<file path="src/rtl/cache_burst_adapter.sv">
// Splits the cache's burst Avalon master traffic into single-word transactions.
// Reads are pipelined with a bounded number outstanding; write beats are re-addressed one by one.
module cache_burst_adapter #(
    parameter int BURST_W     = 8,
    parameter int MAX_PENDING = 4
) (
    input  logic               clk,
    input  logic               rest,
    input  logic [31:0]        s0_address,
    input  logic [3:0]         s0_byteEnable,
    input  logic               s0_read,
    input  logic               s0_write,
    input  logic [31:0]        s0_writeData,
    input  logic               s0_beginBurstTransfer,
    input  logic [BURST_W-1:0] s0_burstCount,
    output logic               s0_waitRequest,
    output logic [31:0]        s0_readData,
    output logic               s0_readDataValid,
    output logic [31:0]        m0_address,
    output logic [3:0]         m0_byteEnable,
    output logic               m0_read,
    output logic               m0_write,
    output logic [31:0]        m0_writeData,
    input  logic               m0_waitRequest,
    input  logic [31:0]        m0_readData,
    input  logic               m0_readDataValid
);
    localparam int            CW       = BURST_W + 1;
    localparam logic [3:0]    PEND_MAX = 4'(MAX_PENDING);
    localparam logic [CW-1:0] ONE      = CW'(1);

    typedef enum logic [1:0] {IDLE, RD, WR} state_t;

    state_t        state, state_next;
    logic [31:0]   base;
    logic [CW-1:0] total, issued, returned, beat;
    logic [3:0]    pending;

    logic [CW-1:0] req_count, issued_next;
    logic [3:0]    pending_next;
    logic [31:0]   new_base, rd_addr, wr_addr;
    logic          rd_accept, wr_accept, rd_load, rd_hs, rd_ret;
    logic          unused_inputs;

    assign unused_inputs = ^{s0_beginBurstTransfer, s0_address[1:0]};

    assign req_count    = (s0_burstCount == '0) ? ONE : CW'(s0_burstCount);
    assign new_base     = {s0_address[31:2], 2'b00};
    assign rd_hs        = m0_read & ~m0_waitRequest;
    // Data arriving with nothing outstanding is stale (e.g. from before a reset) and is dropped.
    assign rd_ret       = m0_readDataValid & (pending != 4'd0);
    assign issued_next  = issued + CW'(rd_hs);
    assign pending_next = pending + {3'b000, rd_hs} - {3'b000, rd_ret};
    assign rd_addr      = base + (32'(issued_next) << 2);
    assign wr_addr      = base + (32'(beat) << 2);

    always_comb begin
        if (!rest) begin
            s0_waitRequest = 1'b1;
        end else if (state == RD) begin
            s0_waitRequest = 1'b1;
        end else begin
            s0_waitRequest = m0_write & m0_waitRequest;
        end
    end

    // A new read is only launched if, once accepted, it still fits within the outstanding limit.
    always_comb begin
        state_next = state;
        rd_accept  = 1'b0;
        wr_accept  = 1'b0;
        rd_load    = 1'b0;
        case (state)
            IDLE: begin
                if (s0_read && !s0_waitRequest) begin
                    rd_accept  = 1'b1;
                    rd_load    = (pending_next < PEND_MAX);
                    state_next = RD;
                end else if (s0_write && !s0_waitRequest) begin
                    wr_accept = 1'b1;
                    if (req_count != ONE) begin
                        state_next = WR;
                    end
                end
            end
            RD: begin
                if (returned == total) begin
                    state_next = IDLE;
                end else if (!(m0_read && m0_waitRequest)) begin
                    rd_load = (issued_next < total) && (pending_next < PEND_MAX);
                end
            end
            WR: begin
                if (s0_write && !s0_waitRequest) begin
                    wr_accept = 1'b1;
                    if ((beat + ONE) == total) begin
                        state_next = IDLE;
                    end
                end
            end
            default: state_next = IDLE;
        endcase
    end

    always_ff @(posedge clk) begin
        if (!rest) begin
            state <= IDLE;
        end else begin
            state <= state_next;
        end
    end

    always_ff @(posedge clk) begin
        if (!rest) begin
            base             <= '0;
            total            <= '0;
            issued           <= '0;
            returned         <= '0;
            beat             <= '0;
            pending          <= '0;
            s0_readData      <= '0;
            s0_readDataValid <= 1'b0;
        end else begin
            pending          <= pending_next;
            s0_readDataValid <= rd_ret;
            if (rd_ret) begin
                s0_readData <= m0_readData;
            end
            if (rd_accept) begin
                base     <= new_base;
                total    <= req_count;
                issued   <= '0;
                returned <= '0;
            end else begin
                issued <= issued_next;
                if (rd_ret) begin
                    returned <= returned + ONE;
                end
                if (wr_accept && state == IDLE) begin
                    base  <= new_base;
                    total <= req_count;
                    beat  <= ONE;
                end else if (wr_accept) begin
                    beat <= beat + ONE;
                end
            end
        end
    end

    // A request stalled by the slave is held; otherwise the register is reloaded or cleared each cycle.
    always_ff @(posedge clk) begin
        if (!rest) begin
            m0_read       <= 1'b0;
            m0_write      <= 1'b0;
            m0_address    <= '0;
            m0_byteEnable <= '0;
            m0_writeData  <= '0;
        end else if (rd_load) begin
            m0_read       <= 1'b1;
            m0_write      <= 1'b0;
            m0_address    <= (state == IDLE) ? new_base : rd_addr;
            m0_byteEnable <= 4'hF;
        end else if (wr_accept) begin
            m0_read       <= 1'b0;
            m0_write      <= 1'b1;
            m0_address    <= (state == IDLE) ? new_base : wr_addr;
            m0_writeData  <= s0_writeData;
            m0_byteEnable <= s0_byteEnable;
        end else if (!m0_waitRequest) begin
            m0_read  <= 1'b0;
            m0_write <= 1'b0;
        end
    end
endmodule

</file>
<file path="config.mk">
export PLATFORM = sky130hd
export DESIGN_NAME = cache_burst_adapter
export DESIGN_NICKNAME = d
export VERILOG_FILES = /design/src/rtl/cache_burst_adapter.sv
export SDC_FILE = /design/constraint.sdc
export NUM_CORES = 1
export LEC_CHECK = 0
export BUFFER_PORTS_ARGS = -buffer_cell sky130_fd_sc_hd__buf_2
export CAP_MARGIN = 20
export CORE_MARGIN = 5
export CORE_UTILIZATION = 50
export CTS_CLUSTER_DIAMETER = 100
export DETAILED_ROUTE_END_ITERATION = 10
export HOLD_SLACK_MARGIN = 0.08
export PLACE_DENSITY = 0.76
export REMOVE_ABC_BUFFERS = 1
export SLEW_MARGIN = 0
export SYNTH_ARGS = -nofsm -noshare
export SYNTH_HDL_FRONTEND = slang
export SYNTH_SLANG_ARGS = --single-unit
</file>
<file path="constraint.sdc">
create_clock -name clk -period 5.2 [get_ports clk]
set_clock_uncertainty 0.2 [all_clocks]
set_input_delay 1.3 -clock clk [delete_from_list [all_inputs] [get_ports clk]]
set_output_delay 1.3 -clock clk [all_outputs]
set_load 0.005 [all_outputs]
</file>
==> results.yml, run 1 <==
run_status:
  outcome: "finished clean"
global_routing:
  grt_first_pass_wirelength_um: 38290
  grt_max_degree: 109
  gr-usage-all-layers: 0.2351
  gr-total-overflow: 0
  antenna_found_initial: 1
  grt_pass1_vias: 7524
floorplanning:
  start_util: 0.5110
  coreArea_um2: 16580
  num_io_pins: 219
  fp.dieW_um: 140.2
  die_h_um: 140.2
  num_rows: 47
  die_area_um2: 19650
finish:
  layout_common_cells: "nand2_1, buf_2, dfxtp_1, a21oi_1, nor2_1"
  area_delta_synth_final_pct: 21.17
  fill_cells: 1490
  nets: 1408
  fin_area_um2: 10270
  final_common_cell: "nand2_1"
  diodes: 0
  drive_gt1_frac: 0.2234
logic_synthesis:
  ys.warnings.count: 0
  synth_top_area_share: 0.4063
  synth_edf_count: 0
  synth_ff_type: "dfxtp_1"
  synthDistinctLibCells: 60
  synth-async-reset-ratio: 0
  synth.avg_cell_area_um2: 7.920
  synth_cells: 1070
  ys_ff_latch: 172
  synth.area.top_cells: "dfxtp_1, nand2_1, a21oi_1"
  ys_seq_area_frac: 0.4063
  netlist_area_um2: 8474
  yosys.area.top_type: "dfxtp_1"
cts:
  path_clk_slew_ps: 70
  clock-sinks: 172
  clkLatencyLatePin_ps: 430
  cts_tree: "built"
  post_cts_buffers: 0
  cts_max_path_buffers: 2
  hold_buffers: 0
  cts_root_buf: "clkbuf_16"
  ctsResizeCount: 0
  cts_buffers: 17
  htree_levels: 4
sta:
  timing.fmax_ghz: 0.2131
  worst_slew_margin_rel: 0.4251
  period_needed_ps: 4692
  worst_slack_ps: 507.8
  period_share: 0.9023
  setup_viol: 0
  rsz0062_at_grt: "no"
  worst_slew_pin_slew_ps: 862.3
  hold_violations: 0
  drv_slew: 0
worst_setup_path:
  cp-start-kind: "input port"
  reg2reg_depth: 13
  crit_arrival_ps: 4840
  crit_top_cell: "ha_1"
  critPathMaxFanout: 15
  crit_slowest_cell: "a21oi_2"
  regToRegSetupSlack_ps: 1040
  critical-path-top-delay-family: "compound AO/OA/AOI/OAI gates"
  cp.depth: 14
  path_cells: "buf_2, nor2b_1, ha_1, ha_1, xor2_1, ha_1, nand2_1, o21ai_0, a31oi_1, o311a_4, a21oi_2, nor2_1, and3_1, o31ai_1"
  regToRegStartpoint: "m0_read$_SDFFE_PN0P_"
  reg2reg_to: "m0_address[11]$_SDFFE_PN0P_"
  critPathKind: "input port to flop"
  cpPeakStageDelay_ps: 670
  cp-end-kind: "flop"
  critical_path_required_ps: 5350
  critPathBufInv: 1
run:
  drv_cap: 0
detailed_routing:
  viasPerCell: 5.524
  vias: 8214
  firstDrtPassIters: 5
  routedWlPerCell_um: 15.92
  route.detailed.drc: 0
  ant_nets: 0
  drt_wl_total_um: 23670
  drtIter0Drc: 486
worst_hold_path:
  min_path_type: "flop to flop"
  min_to: "m0_writeData[16]$_SDFFE_PN0P_"
  min_from: "m0_writeData[16]$_SDFFE_PN0P_"
  whs_path_depth: 2
placement:
  portBuffers: 213
  gp_congestion: 0.8440
  place_ws_ps: 143.2
  dpl_cell_area_um2: 9697
  dp_hpwl_um: 16630
power:
  irDropWorstVdd_uv: 301.1
  finalPower_w: 0.003972
  cellLeakagePower_nw: 4.483
  power_density_nw_per_um2: 386.8
synth_stat cells, types with 4 or more instances:
master,count
and3_1,24
nand3_1,49
a31o_2,4
or4_1,4
inv_1,25
a31oi_1,15
o31a_1,8
a21oi_1,132
clkbuf_1,48
dfxtp_1,172
and4_1,4
nand4_1,14
and2_1,4
o21ai_0,22
nor4_1,11
a21o_1,9
buf_2,7
ha_1,35
xnor2_1,25
buf_1,6
a41oi_1,5
nand2_1,248
xor2_1,30
mux2i_1,4
nor2_1,54
a211oi_1,9
o21ai_1,7
o21a_1,7
o211ai_1,7
o31ai_1,5
o221ai_1,7
nor3_1,17
nor2b_1,8
worst min-delay path: stages (launching register included):
cell and delay, ps:
dfxtp_1 310, nand2_1 50, a21oi_1 50
registers in the layout (all words and copies together) (netlist names):
name              cells
beat                  9
state                 2
m0_byteEnable         4
returned              9
pending               4
m0_address           30
m0_write              1
m0_read               1
s0_readDataValid      1
m0_writeData         32
total                 8
base                 30
s0_readData          32
issued                9
per-stage QoR:
step	setup TNS [ps]	hold slack [ps]	util	std cells
after floorplan	-12830	248.2	-	1005
after global placement	0	238.9	0.5847	1455
after detailed placement	0	243.1	0.5847	1455
after CTS	0	253.0	0.6175	1486
after global routing	0	267.0	0.6192	1487
final	0	252.1	0.6192	1487
area by class of cell:
| cell class | instances | area (um2) | share of cell area |
|---|---|---|---|
| multi-input combinational | 808 | 4676 | 0.4553 |
| inverter | 25 | 96.34 | 0.009382 |
| clock inverter | 13 | 105.1 | 0.01024 |
| timing repair buffer | 231 | 1234 | 0.1201 |
| sequential | 172 | 3443 | 0.3353 |
| clock buffer | 18 | 439.2 | 0.04277 |
| tap | 220 | 275.3 | 0.02681 |
power breakdown:
group	internal, W	switching (W)	total (W)	leakage [nW]
Clock	0.000633	0.000570	0.00120	0.268
Sequential	0.00150	0.000119	0.00162	1.40
Combinational	0.000439	0.000714	0.00115	2.81
Total	0.00257	0.00140	0.00397	4.48
how the worst max path moves through the flow:
| stage | from | endpoint | slack, ps |
|---|---|---|---|
| 5_1_grt | m0_waitRequest | m0_address[11]$_SDFFE_PN0P_ | 280 |
| 4_1_cts | m0_waitRequest | m0_address[11]$_SDFFE_PN0P_ | 590 |
| 3_3_place_gp | m0_waitRequest | m0_address[20]$_SDFFE_PN0P_ | 200 |
| 3_5_place_dp | m0_waitRequest | m0_address[11]$_SDFFE_PN0P_ | 140 |
| 2_1_floorplan | m0_readDataValid | m0_address[22]$_SDFFE_PN0P_ | -670 |
| 6_report | m0_waitRequest | m0_address[11]$_SDFFE_PN0P_ | 510 |
per-layer routing:
layer	GRT usage	vias up	wire length, um
li1	-	4101	-
met1	0.3088	3805	10280
met2	0.3831	263	11280
met3	0.04260	43	1460
met4	0.09434	2	634
met5	0	-	13
logic make-up (layout without fill, tap and decap cells):
kind of cell / Yosys count / in the layout / synth area share
AOI/OAI and AO/OA: 258 / 258 / 0.1882
xor gates and xnor gates: 55 / 55 / 0.05684
adders and majority gates: 38 / 38 / 0.05876
buffers and inverters: 91 / 287 / 0.04444
DFF: 172 / 172 / 0.4063
muxes: 4 / 4 / 0.004725
other: 1 / 2 / 0.0004425
and+or+nand+nor: 451 / 451 / 0.2402
Power figures use the tool's default switching activity.
==> run 2, diff against run 1 <==
--- a/config.mk
+++ b/config.mk
@@ -5,6 +5,7 @@
 export SDC_FILE = /design/constraint.sdc
 export NUM_CORES = 1
 export LEC_CHECK = 0
+export ABC_AREA = 1
 export BUFFER_PORTS_ARGS = -buffer_cell sky130_fd_sc_hd__buf_2
 export CAP_MARGIN = 20
 export CORE_MARGIN = 5
@@ -12,7 +13,7 @@
 export CTS_CLUSTER_DIAMETER = 100
 export DETAILED_ROUTE_END_ITERATION = 10
 export HOLD_SLACK_MARGIN = 0.08
-export PLACE_DENSITY = 0.76
+export PLACE_DENSITY = 0.75
 export REMOVE_ABC_BUFFERS = 1
 export SLEW_MARGIN = 0
 export SYNTH_ARGS = -nofsm -noshare
==> run 2 against run 1 <==
Against the previous run: fmax is 6.3% higher; core utilization is 2.2 points lower; critical path depth is 5 higher; non-clock buffer count is 6 lower; combinational power is 43% higher; power is 18% higher; first-iteration DRC count is 28% higher; via count is 22% higher; wire length is 18% higher; worst setup slack better by 280 ps.
==> results.yml, run 2 <==
detailed_routing:
  drtIter0Drc: 620
  viasPerCell: 5.212
  vias: 10007
  route.detailed.drc: 0
  routedWlPerCell_um: 14.50
  drt_wl_total_um: 27840
  ant_nets: 0
  firstDrtPassIters: 8
logic_synthesis:
  synth_cells: 1461
  synthTopCellsByCount: "nand2_1, nor2_1, dfxtp_1"
  synthDistinctLibCells: 45
  ys_seq_area_frac: 0.3549
  synth_top_area_share: 0.3549
  ys.warnings.count: 0
  yosys.area.top_type: "dfxtp_1"
  synth-async-reset-ratio: 0
  ys_ff_latch: 172
  synth_ff_type: "dfxtp_1"
  synth.most_common_cell: "nand2_1"
  synth.avg_cell_area_um2: 6.641
  synth.area.top_cells: "dfxtp_1, nand2_1, nor2_1"
  synth_edf_count: 0
  netlist_area_um2: 9703
worst_hold_path:
  min_path_type: "flop to flop"
floorplanning:
  num_rows: 51
  start_util: 0.5035
  die_area_um2: 22290
  die_h_um: 149.3
  fp.dieW_um: 149.3
  coreArea_um2: 19270
  num_io_pins: 219
worst_setup_path:
  reg2reg_depth: 19
  cp-start-kind: "input port"
  critPathMaxFanout: 4
  endpoint: "m0_address[20]$_SDFFE_PN0P_"
  regToRegStartpoint: "m0_read$_SDFFE_PN0P_"
  critPathKind: "input port to flop"
  reg2reg_to: "m0_address[20]$_SDFFE_PN0P_"
  cp-end-kind: "flop"
  cp-startpoint: "m0_waitRequest"
  critical_path_required_ps: 5370
  crit_arrival_ps: 4590
  regToRegSetupSlack_ps: 1350
sta:
  timing.fmax_ghz: 0.2265
  rsz0062_at_grt: "no"
  worst_slew_pin_slew_ps: 1039
  period_share: 0.8490
  hold_violations: 0
  setup_viol: 0
  drv_slew: 0
  worst_slew_margin_rel: 0.3070
  period_needed_ps: 4415
run_status:
  outcome: "finished clean"
cts:
  cts_root_buf: "clkbuf_16"
  hold_buffers: 0
  cts_buffers: 17
  post_cts_buffers: 0
  htree_levels: 4
  clkLatencyLatePin_ps: 440
  path_clk_slew_ps: 70
  cts_tree: "built"
  ctsResizeCount: 0
  clock-sinks: 172
  cts_max_path_buffers: 2
finish:
  reg_top3: "m0_writeData x32, s0_readData x32"
  final_common_cell: "nand2_1"
  fill_cells: 1881
  drive_gt1_frac: 0.1784
  area_delta_synth_final_pct: 18.70
  layout_common_cells: "nand2_1, nor2_1, buf_2, dfxtp_1, inv_1"
  final_cells: 1920
  fin_area_um2: 11520
  fin_util: 0.5977
  nets: 1794
  multiInputGateArea_um2: 5438
  ff_latch_area_um2: 3443
placement:
  portBuffers: 213
  dpl.cell_count: 1887
  dpl_cell_area_um2: 10900
  dp_hpwl_um: 19870
  gp_congestion: 0.9209
power:
  power_density_nw_per_um2: 407.5
  finalPower_w: 0.004694
  cellLeakagePower_nw: 5.677
  irDropWorstVdd_uv: 258.0
global_routing:
  grt_first_pass_wirelength_um: 45060
  grt_max_degree: 114
  gr-total-overflow: 0
  antenna_found_initial: 0
  grt_pass1_vias: 9336
  gr-usage-all-layers: 0.2459
run:
  drv_cap: 0
[run 2: metal layers]
metal	GRT usage	part of all wire
met3	0.05226	0.065
met2	0.4261	0.49
met4	0.07735	0.026
met5	0	0
met1	0.3058	0.42
[run 2: cells by family (layout without fill, tap and decap cells)]
group	Yosys count	count (layout)	synth area share
buf+inv	206	398	0.08536
xor+xnor	42	42	0.03868
compound gates	258	258	0.1444
other cells	1	3	0.0003865
simple gates	744	744	0.3250
fa+ha+maj	38	38	0.05132
flops	172	172	0.3549
[run 2: final cells by class]
class	count	area share
multi-input cells	1084	0.4721
flip-flops and latches	172	0.2990
clock buffers	17	0.03694
well taps	265	0.02879
diodes	1	0.0002173
repair buffers	225	0.1006
clock inverters	15	0.01640
inverters	141	0.04595
[run 2: critical path, stage by stage]
cell     delay [ps]
buf_2           130
nor2_1          190
ha_1            200
ha_1            200
nand3_2         110
nor2_2          150
nand3_2         100
xnor2_2         340
ha_1            360
nand2_1         180
nor2_1           70
o21ai_0         360
nand2_1         190
nand2_1         160
xor2_1          150
nand2_1          60
o21ai_0         170
nor2_1           70
nor2_1           80
[run 2: where the power goes]
group	internal, W	leakage [nW]	switching [W]
Clock	0.000657	0.298	0.000646
Sequential	0.00158	1.41	0.000161
Combinational	0.000601	3.97	0.00104
[run 2: worst min path at each step]
stage                                  startpoint  cells after the start  slack (ps)                       endpoint
global placement    m0_byteEnable[2]$_SDFFE_PN0P_                      2         240  m0_byteEnable[2]$_SDFFE_PN0P_
CTS                 m0_byteEnable[1]$_SDFFE_PN0P_                      2         260  m0_byteEnable[1]$_SDFFE_PN0P_
global route          m0_address[15]$_SDFFE_PN0P_                      2         290    m0_address[15]$_SDFFE_PN0P_
floorplan           m0_byteEnable[0]$_SDFFE_PN0P_                      2         260  m0_byteEnable[0]$_SDFFE_PN0P_
detailed placement  m0_byteEnable[1]$_SDFFE_PN0P_                      2         240  m0_byteEnable[1]$_SDFFE_PN0P_
finish              m0_byteEnable[1]$_SDFFE_PN0P_                      2         260  m0_byteEnable[1]$_SDFFE_PN0P_
[run 2: metrics by stage]
step | setup WS, ps | hold slack, ps | setup TNS (ps)
after floorplan | -4.659 | 260.7 | -27.95
after global placement | 543.0 | 239.2 | 0
after detailed placement | 394.3 | 244.0 | 0
after CTS | 805.1 | 262.5 | 0
after global routing | 546.6 | 285.1 | 0
final | 784.9 | 258.3 | 0
